### config.mk
export PLATFORM = sky130hd
export DESIGN_NAME = ex_mdu
export DESIGN_NICKNAME = d
export VERILOG_FILES = /design/src/rtl/ex_mdu_pkg.sv /design/src/rtl/ex_mdu_step.sv /design/src/rtl/ex_mdu.sv
export SDC_FILE = /design/constraint.sdc
export NUM_CORES = 1
export LEC_CHECK = 0
export BUFFER_PORTS_ARGS = -buffer_cell sky130_fd_sc_hd__buf_2
export CAP_MARGIN = 20
export CORE_MARGIN = 5
export CORE_UTILIZATION = 35
export CTS_BUF_LIST = sky130_fd_sc_hd__clkbuf_8
export CTS_CLUSTER_DIAMETER = 80
export DETAILED_ROUTE_END_ITERATION = 7
export PLACE_DENSITY = 0.6
export SKIP_LAST_GASP = 1
export SYNTH_ARGS = -nofsm -noshare
export SYNTH_HDL_FRONTEND = slang
export SYNTH_SLANG_ARGS = --single-unit
### constraint.sdc
create_clock -name i_clk -period 4.7 [get_ports i_clk]
set_input_delay 0.235 -clock i_clk [delete_from_list [all_inputs] [get_ports i_clk]]
set_output_delay 0.235 -clock i_clk [all_outputs]
set_load 0.01 [all_outputs]
### src/rtl/ex_mdu_pkg.sv
// Shared types and constants for the iterative RV32M multiply/divide unit.
package ex_mdu_pkg;

  localparam int unsigned Wordnum = 32;

  // funct3 encodings for the M extension
  localparam logic [2:0] OpMul    = 3'b000;
  localparam logic [2:0] OpMulh   = 3'b001;
  localparam logic [2:0] OpMulhsu = 3'b010;
  localparam logic [2:0] OpMulhu  = 3'b011;
  localparam logic [2:0] OpDiv    = 3'b100;
  localparam logic [2:0] OpDivu   = 3'b101;
  localparam logic [2:0] OpRem    = 3'b110;
  localparam logic [2:0] OpRemu   = 3'b111;

  typedef enum logic [1:0] {
    StIdle = 2'd0,
    StCalc = 2'd1,
    StCorr = 2'd2,
    StDone = 2'd3
  } mdu_state_e;

  // rs1 is treated as signed for every op except MULHU, DIVU and REMU
  function automatic logic rs1_signed(input logic [2:0] op);
    return (op == OpMul) || (op == OpMulh) || (op == OpMulhsu) || (op == OpDiv) || (op == OpRem);
  endfunction

  // rs2 is signed only for MUL, MULH, DIV and REM
  function automatic logic rs2_signed(input logic [2:0] op);
    return (op == OpMul) || (op == OpMulh) || (op == OpDiv) || (op == OpRem);
  endfunction

endpackage

### src/rtl/ex_mdu_step.sv
// One combinational iteration shared by the shift-add multiplier and restoring divider.
// Multiply: acc = {partial_hi, multiplier}. Divide: acc = {remainder, quotient}.
module ex_mdu_step
  import ex_mdu_pkg::*;
(
  input  logic                 i_is_div,
  input  logic [2*Wordnum-1:0] i_acc,
  input  logic [Wordnum-1:0]   i_opnd,
  output logic [2*Wordnum-1:0] o_acc,
  output logic                 o_qbit
);

  logic [Wordnum:0]   w_sum;
  logic               w_ge;
  logic [Wordnum-1:0] w_rem;

  // Select between an add-and-shift-right and a shift-left-and-trial-subtract step
  always_comb begin
    w_sum  = {1'b0, i_acc[63:32]} + (i_acc[0] ? {1'b0, i_opnd} : 33'd0);
    // The shifted remainder is 33 bits wide, so compare with the bit that falls off the top
    w_ge   = {1'b0, i_acc[63:31]} >= {2'b00, i_opnd};
    // True difference is below the divisor, so 32 bits is enough when w_ge holds
    w_rem  = i_acc[62:31] - i_opnd;
    o_qbit = 1'b0;
    if (i_is_div) begin
      o_qbit = w_ge;
      // Quotient LSB is left 0 here; the caller merges o_qbit in
      o_acc  = w_ge ? {w_rem, i_acc[30:0], 1'b0} : {i_acc[62:0], 1'b0};
    end else begin
      o_acc  = {w_sum, i_acc[31:1]};
    end
  end

endmodule

### src/rtl/ex_mdu.sv
// Iterative RV32M multiply/divide unit beside the EX-stage ALU.
// 32 iterations in CALC, sign fix-up in CORR, one-cycle done pulse in DONE.
module ex_mdu
  import ex_mdu_pkg::*;
(
  input  logic                i_clk,
  input  logic                i_rst,
  input  logic                i_start,
  input  logic                i_kill,
  input  logic [2:0]          i_mdu_op,
  input  logic [Wordnum-1:0]  i_rs1_data,
  input  logic [Wordnum-1:0]  i_rs2_data,
  output logic [Wordnum-1:0]  o_result,
  output logic                o_done,
  output logic                o_busy,
  output logic                o_hold_req
);

  mdu_state_e           r_state;
  logic [4:0]           r_cnt;
  logic [2*Wordnum-1:0] r_acc;
  logic [Wordnum-1:0]   r_opnd;
  logic [Wordnum-1:0]   r_result;
  logic [2:0]           r_op;
  logic                 r_neg;
  logic                 r_done;

  logic                 w_s1;
  logic                 w_s2;
  logic [Wordnum-1:0]   w_mag1;
  logic [Wordnum-1:0]   w_mag2;
  logic                 w_is_div;
  logic                 w_neg;
  logic                 w_div0;
  logic                 w_ovf;
  logic [Wordnum-1:0]   w_special;
  logic [2*Wordnum-1:0] w_step_acc;
  logic                 w_qbit;
  logic [2*Wordnum-1:0] w_prod;
  logic [Wordnum-1:0]   w_quot;
  logic [Wordnum-1:0]   w_rem;
  logic [Wordnum-1:0]   w_corr;

  // Operand magnitudes, result sign and special-case detection at issue
  always_comb begin
    w_is_div  = i_mdu_op[2];
    w_s1      = rs1_signed(i_mdu_op) & i_rs1_data[31];
    w_s2      = rs2_signed(i_mdu_op) & i_rs2_data[31];
    w_mag1    = w_s1 ? (32'd0 - i_rs1_data) : i_rs1_data;
    w_mag2    = w_s2 ? (32'd0 - i_rs2_data) : i_rs2_data;
    // Remainder follows the dividend; product and quotient follow the XOR of signs
    w_neg     = (w_is_div & i_mdu_op[1]) ? w_s1 : (w_s1 ^ w_s2);
    w_div0    = w_is_div & (i_rs2_data == 32'd0);
    w_ovf     = w_is_div & ~i_mdu_op[0] & (i_rs1_data == 32'h8000_0000) &
                (i_rs2_data == 32'hFFFF_FFFF);
    if (w_div0) begin
      w_special = i_mdu_op[1] ? i_rs1_data : 32'hFFFF_FFFF;
    end else begin
      w_special = i_mdu_op[1] ? 32'd0 : 32'h8000_0000;
    end
  end

  ex_mdu_step u_step (
    .i_is_div (r_op[2]),
    .i_acc    (r_acc),
    .i_opnd   (r_opnd),
    .o_acc    (w_step_acc),
    .o_qbit   (w_qbit)
  );

  // Sign correction and result selection for the CORR state
  always_comb begin
    w_prod = r_neg ? (64'd0 - r_acc) : r_acc;
    w_quot = r_neg ? (32'd0 - r_acc[31:0]) : r_acc[31:0];
    w_rem  = r_neg ? (32'd0 - r_acc[63:32]) : r_acc[63:32];
    case (r_op)
      OpMul:                     w_corr = w_prod[31:0];
      OpMulh, OpMulhsu, OpMulhu: w_corr = w_prod[63:32];
      OpDiv, OpDivu:             w_corr = w_quot;
      default:                   w_corr = w_rem;
    endcase
  end

  // Control FSM with datapath registers and registered done/result
  always_ff @(posedge i_clk or posedge i_rst) begin
    if (i_rst) begin
      r_state  <= StIdle;
      r_cnt    <= 5'd0;
      r_acc    <= 64'd0;
      r_opnd   <= 32'd0;
      r_result <= 32'd0;
      r_op     <= 3'd0;
      r_neg    <= 1'b0;
      r_done   <= 1'b0;
    end else if (i_kill) begin
      // Abort without a done pulse; r_result keeps its previous value
      r_state <= StIdle;
      r_done  <= 1'b0;
    end else begin
      r_done <= 1'b0;
      unique case (r_state)
        StIdle: begin
          if (i_start) begin
            r_op <= i_mdu_op;
            if (w_div0 | w_ovf) begin
              r_result <= w_special;
              r_done   <= 1'b1;
              r_state  <= StDone;
            end else begin
              // Divide keeps the dividend in the quotient half; multiply keeps the multiplier low
              r_acc   <= {32'd0, w_is_div ? w_mag1 : w_mag2};
              r_opnd  <= w_is_div ? w_mag2 : w_mag1;
              r_neg   <= w_neg;
              r_cnt   <= 5'd0;
              r_state <= StCalc;
            end
          end
        end
        StCalc: begin
          r_acc <= w_step_acc | {63'd0, w_qbit};
          r_cnt <= r_cnt + 5'd1;
          if (r_cnt == 5'd31) begin
            r_state <= StCorr;
          end
        end
        StCorr: begin
          r_result <= w_corr;
          r_done   <= 1'b1;
          r_state  <= StDone;
        end
        StDone: begin
          r_state <= StIdle;
        end
        default: begin
          r_state <= StIdle;
        end
      endcase
    end
  end

  // Stall covers the issue cycle itself; it drops in DONE so EX consumes the result
  assign o_hold_req = ((r_state == StIdle) & i_start & ~i_kill) |
                      (r_state == StCalc) | (r_state == StCorr);
  assign o_busy     = (r_state != StIdle);
  assign o_done     = r_done;
  assign o_result   = r_result;

endmodule

* Word level (Yosys, flattened, before mapping)
Cells that the tools add are included.
** Operators by class
- Add/subtract/negate cells :: 8
- $lt $le $gt $ge :: 1
- Eq/ne operators :: 20
- Muxes and demuxes :: 34
- Bitwise gates (word level) :: 17
- Reduce and logical (&&, ||, !) cells :: 20
** Operator list (number)
- 32-bit two-way mux :: 12
- 64-bit two-way mux :: 5
- 64-bit one-hot mux with 2 select lines :: 1
- 1-bit by 32-bit subtractor with 32-bit output (first input constant) :: 4
- 32-bit one-hot mux with 3 select lines :: 1
- 32-bit == test (second input constant) :: 2
- 64-bit by 1-bit OR with 64-bit output :: 1
- 32-bit one-hot mux with 2 select lines :: 1
- 1-bit by 64-bit subtractor with 64-bit output (first input constant) :: 1
- 32-bit by 33-bit adder with 33-bit output :: 1
- 33-bit by 32-bit greater-or-equal comparator with 1-bit output :: 1
- 32-bit logical NOT :: 1
- 32-bit subtractor :: 1
- 3-bit == test (second input constant) :: 4
- 4-bit AND reduction :: 3
- 5-bit two-way mux :: 2
- 5-bit one-hot mux with 2 select lines :: 1
- 1-bit AND :: 9
- 3-bit by 2-bit == test with 1-bit output (second input constant) :: 3
- 2-bit two-way mux :: 4
- 2-bit one-hot mux with 4 select lines :: 1
- 3-bit by 1-bit == test with 1-bit output (second input constant) :: 2
- 3-bit logical NOT :: 2
- 1-bit logical OR :: 6
- other kinds (17) :: 31
** Word-level totals
- Flip-flop bits (word level) :: 140
- Word-level logic and storage cells :: 108

* Logic depth before layout (Yosys ltp)
- Depth after elaboration :: 11
- Depth in mapped cells :: 14
- Depth with buffers taken out :: 13

* By module
A second synthesis with hierarchy kept.
** Unflattened totals
- Cell total of the unflattened synthesis :: 2054
- Area total of the unflattened synthesis :: 15554.9 um^2
** By module, submodules not included
- ex_mdu :: instances 1, cells an instance 1398, area an instance 10749.1 um^2, sequential area each 3503.4 um^2
- ex_mdu_step :: instances 1, cells an instance 656, area an instance 4805.9 um^2, sequential area each 0.0 um^2

* Least setup slack after synthesis
Ideal clock, no wire load.
- Kind :: reg-to-reg
- Start point :: reg r_acc[0]
- End point :: reg r_acc[61]
- Setup time :: 126 ps
- Arrival :: 3296 ps
- Path slack :: 1278 ps
- Cell stages (with the launch flop) :: 14
- Buffers on the path :: 1
- Clock period less this slack :: 3422 ps
- Cells stage by stage :: dfrtp_1 -> inv_1 -> clkbuf_1 -> nor2_1 -> ha_1 -> nand2b_1 -> a211oi_1 -> a2111oi_2 -> o41ai_1 -> o41a_1 -> a311oi_1 -> o21ai_0 -> xor2_1 -> a221o_1
** Between the ends
- Longest elaborated chain between the ends :: 5
** Ends and longest elaborated chain
- from (decl) :: line ex_mdu.sv:21 : logic [2*Wordnum-1:0] r_acc;
- from (signal assigned) :: line ex_mdu.sv:111 : r_acc <= {32'd0, w_is_div ? w_mag1 : w_mag2};
- from (signal assigned) :: line ex_mdu.sv:120 : r_acc <= w_step_acc | {63'd0, w_qbit};
- 32-bit two-way mux :: line ex_mdu_step.sv:19 : w_sum = {1'b0, i_acc[63:32]} + (i_acc[0] ? {1'b0, i_opnd} : 33'd0);
- 32-bit by 33-bit adder with 33-bit output :: line ex_mdu_step.sv:19
- 64-bit two-way mux :: line ex_mdu_step.sv:25 : if (i_is_div) begin
- 64-bit by 1-bit OR with 64-bit output :: line ex_mdu.sv:120
- 64-bit one-hot mux with 2 select lines :: line ex_mdu.sv:101 : unique case (r_state)
No other way between the ends.
A chain may end at the register's enable or synchronous reset.

* Worst setup path after layout
- Start point :: reg r_acc[0]
- End point :: reg r_result[26], in the netlist o_result[26]
** Between the ends
- Longest elaborated chain between the ends :: 4
- Elaborated cells between the ends (all ways) :: 6
- Classes of those cells :: 2 x add/sub; 4 x mux
** Ends and longest elaborated chain
- 1-bit by 64-bit subtractor with 64-bit output / 1-bit by 32-bit subtractor with 32-bit output (equally long branches) :: line ex_mdu.sv:73, ex_mdu.sv:74
- 64-bit two-way mux / 32-bit two-way mux (equally long branches) :: line ex_mdu.sv:73, ex_mdu.sv:74
- 32-bit one-hot mux with 3 select lines * :: line ex_mdu.sv:76 : case (r_op)
- 32-bit one-hot mux with 2 select lines * :: line ex_mdu.sv:101
- to (signal assigned) :: line ex_mdu.sv:106 : r_result <= w_special;
- to (signal assigned) :: line ex_mdu.sv:127 : r_result <= w_corr;
- to (decl) :: line ex_mdu.sv:23 : logic [Wordnum-1:0] r_result;
Mark *: on every way between the ends. The rest lies on a longest branch, timed or not.

==> key figures <==
Timing
  • Setup TNS: 0 ns
  • Final hold violations: 0
  • Maximum clock frequency: 0.245 GHz
  • Final worst setup slack: 0.613 ns
  • Crit path time final: 4.09 ns
  • Worst-Margin Slew: 1.04 ns
  • Final setup viols: 0
  • Max-slew violations: 0
  • RSZ-0062 raised after global routing: false
  • Setup Skew: 0.0236 ns
  • Final period util: 87.0%
  • Slew HR: 30.6%

Critical path
  • Req. time, crit path: 5.09 ns
  • WS Path Type: reg -> reg
  • Reg2Reg Setup Slack: 0.61 ns
  • R2r startpoint: r_acc[0]
  • Crit start category: flop
  • Worst Setup SP: r_acc[0]
  • R2R cell count: 11
  • Crit path to: o_result[26]
  • RR Endpoint: o_result[26]
  • Setup crit end kind: flop
  • Critical path peak fanout: 14
  • CP arrival: 4.47 ns

Synth
  • Largest family of logic cells by synthesized area: compound AO/OA/AOI/OAI gates
  • FF+latch count, synth: 140
  • Synth Area in Compound Gates: 30.5%
  • Dominant synthesized flop cell: dfrtp_1
  • Unique masters post-synth: 81
  • Synth Cell Area: 15200 um2
  • Post-synth net total: 2231
  • Xor and xnor area share after synthesis: 9.69%
  • Post-Synth Simple-Gate Area: 21.2%
  • Synth async-reset ratio: 100%
  • Synthesized area per cell: 7.29 um2
  • Gate count after technology mapping: 2084
  • Post-Synth Adder-Cell Area: 6.36%
  • Sequential area share after synthesis: 23.1%
  • Post-synthesis mux area share: 3.61%
  • Number of synthesized flops with an enable pin: 0
  • Warnings from Yosys: 0

Power and ir drop
  • Power Density: 809 nW/um2
  • P_int: 5800 uW
  • Power share of the sequential group: 19.6%
  • Clock share of power: 7.2%
  • Sw Ratio: 57.1%
  • Psw: 7710 uW
  • Static Leakage: 0.00700 uW
  • Power share of the combinational group: 73.1%
  • Peak supply drop: 357 uV

Routing
  • DRC violations left: 0
  • WL per Instance: 23.1 um
  • Number of vias per cell: 6.16
  • Detail Route Antenna Nets: 0
  • DR vias: 16700
  • Wirelength, routed: 62800 um
  • Initial DRC Count: 2089
  • Drt pass-1 iters: 6

Cells and area
  • Area of the multi-input gates: 10900 um2
  • Filler cells: 4561
  • Antenna cells: 0
  • Fraction of layout cells with a size suffix above 1: 11.8%
  • Area grow syn2layout: 9.96%
  • Final instance area: 16700 um2
  • Reg area: 3510 um2
  • Net count, final: 2262

Clocking
  • Post-CTS resize count: 0
  • CTS tree: built
  • CTS clk-pin slew, worst paths: 0.10 ns
  • Clock Sinks: 140
  • Clk_lat worst skew: 0.50 ns
  • Root Buffer: clkbuf_8
  • Clk buf depth: 2
  • Setup Fix Bufs, Post-CTS: 0
  • TritonCTS Buffers: 17
  • H-tree lvl count: 4

Floorplanning
  • # IOs: 106
  • Die area: 47700 um2
  • Core area: 43000 um2
  • DIE WIDTH: 218 um
  • Die Height: 218 um
  • Initial Utilization: 35.3%
  • Standard-cell row count: 76

Global route
  • First-pass GRT wire length: 95300 um
  • Tot GR Track Use: 25.7%
  • Met2 usage: 39.1%
  • Most used routing layer: met2
  • Met3 Usage GRT: 5.60%
  • Grt met1 use: 36.0%
  • Largest net degree at the start of global routing: 124
  • Vias in the first global route: 15500
  • Initial antenna violation count: 0
  • Gr ovfl total: 0

Placed design
  • I/O Buffers: 105
  • Post-DP Area: 16300 um2
  • HPWL Detailed: 49100 um
  • Routability Congestion: 1.04
  • Placement Setup Slack: 0.804 ns

Flow run
  • Total of max-cap violations: 0

Run status
  • Outcome: finished clean

Hold path
  • HP Class: in -> reg
flip-flops by register name, summed over array words and instances, names as in the netlist:
name and count:
r_acc 64, o_result 32, r_opnd 32, r_cnt 5, r_op 3, r_state 2, o_done 1, r_neg 1
synthesized netlist by cell type, types with 13 or more instances:
master      n  area share (%)
o21ai_0   187             6.2
nand4_1    32             1.3
a211oi_1   40             2.0
nand3_1    40             1.3
xnor2_1    90             5.2
or3_1      18            0.74
nor2_1    234             5.8
o22ai_1    19            0.78
mux2i_1    21             1.4
a21oi_1   221             7.3
buf_1      15            0.37
a31oi_1    37             1.5
dfrtp_1   140              23
o41ai_1    15            0.86
o31ai_1    38             1.9
mux2_2     30             2.2
o211ai_1   22             1.1
buf_2      14            0.46
nand2b_1   21            0.86
clkbuf_1  117             2.9
o21a_1     23             1.1
xor2_1     78             4.5
nor4_1     13            0.54
nor3_1     51             1.7
a21o_1     29             1.4
inv_1      75             1.9
nand2_1   197             4.9
ha_1       74             6.1
per-stage QoR:
stage / util, % / hold WS [ns] / total power, uW / std cells
finish: 38.9 / 0.182 / 13500 / 2712
global route: 38.9 / 0.186 / 14500 / 2712
CTS: 38.8 / 0.143 / 13200 / 2711
detailed placement: 37.9 / 0.359 / 12200 / 2677
global placement: 37.9 / 0.359 / 12200 / 2677
floorplan: - / 0.301 / 9220 / 2084
worst min-delay path by stage:
stage,from,end,slack (ns),cells past startpoint
6_report,i_start,r_state[0],0.18,4
5_1_grt,i_start,r_state[0],0.19,4
4_1_cts,i_start,r_state[0],0.14,4
3_5_place_dp,i_rst,r_opnd[14],0.36,2
3_3_place_gp,i_rst,r_opnd[14],0.36,2
2_1_floorplan,i_kill,r_state[0],0.30,1
logic make-up after synthesis:
logic type	Yosys count
xor gates and xnor gates	168
buffers and inverters	222
DFF	140
AOI/OAI and AO/OA	741
adders and majority gates	76
and+or+nand+nor	686
muxes	51
worst max-delay path, cell delays in order, from the launching register on:
cell	delay, ns
dfrtp_1	0.45
inv_1	0.41
ha_1	0.35
nand2b_1	0.09
nor4_1	0.52
nand3_1	0.40
buf_4	0.30
nand2_1	0.29
nor3_1	0.08
a31oi_1	0.38
o311ai_0	0.42
o22a_1	0.27
cell type report:
type	instances	area share [%]
Tap cell	585	4.38
Multi-Input combinational cell	1722	65.0
Sequential cell	140	21.0
Clock inverter	14	0.794
Inverter	76	1.74
Clock buffer	17	1.40
Timing Repair Buffer	158	5.71
power by group through the flow:
stage | Clock [uW] | Sequential (uW) | Combinational (uW)
floorplan | 0 | 2200 | 7020
global placement | 0 | 2620 | 9530
detailed placement | 0 | 2640 | 9570
CTS | 997 | 2610 | 9630
global route | 1040 | 2710 | 10700
finish | 976 | 2650 | 9880
repair_timing:
item,4_1_cts,5_1_grt
hold endpoints to repair,65,0
hold buffers,3,0
endpoints found under the setup margin,0,0
cell usage in the layout, fill, tap and decap left out, types with 51 or more instances in the layout:
cell type	Yosys	final
a21oi_1	221	221
buf_2	14	104
xor2_1	78	78
xnor2_1	90	90
dfrtp_1	140	138
inv_1	75	74
nand2_1	197	197
nor3_1	51	51
ha_1	74	73
o21ai_0	187	187
nor2_1	234	234
metal layers:
layer	wire length [um]	up-vias
li1	-	7667
met1	26900	8035
met2	27100	876
met3	6230	115
met4	2470	0
met5	0	-
No activity file was read; power rests on OpenSTA's default activity.
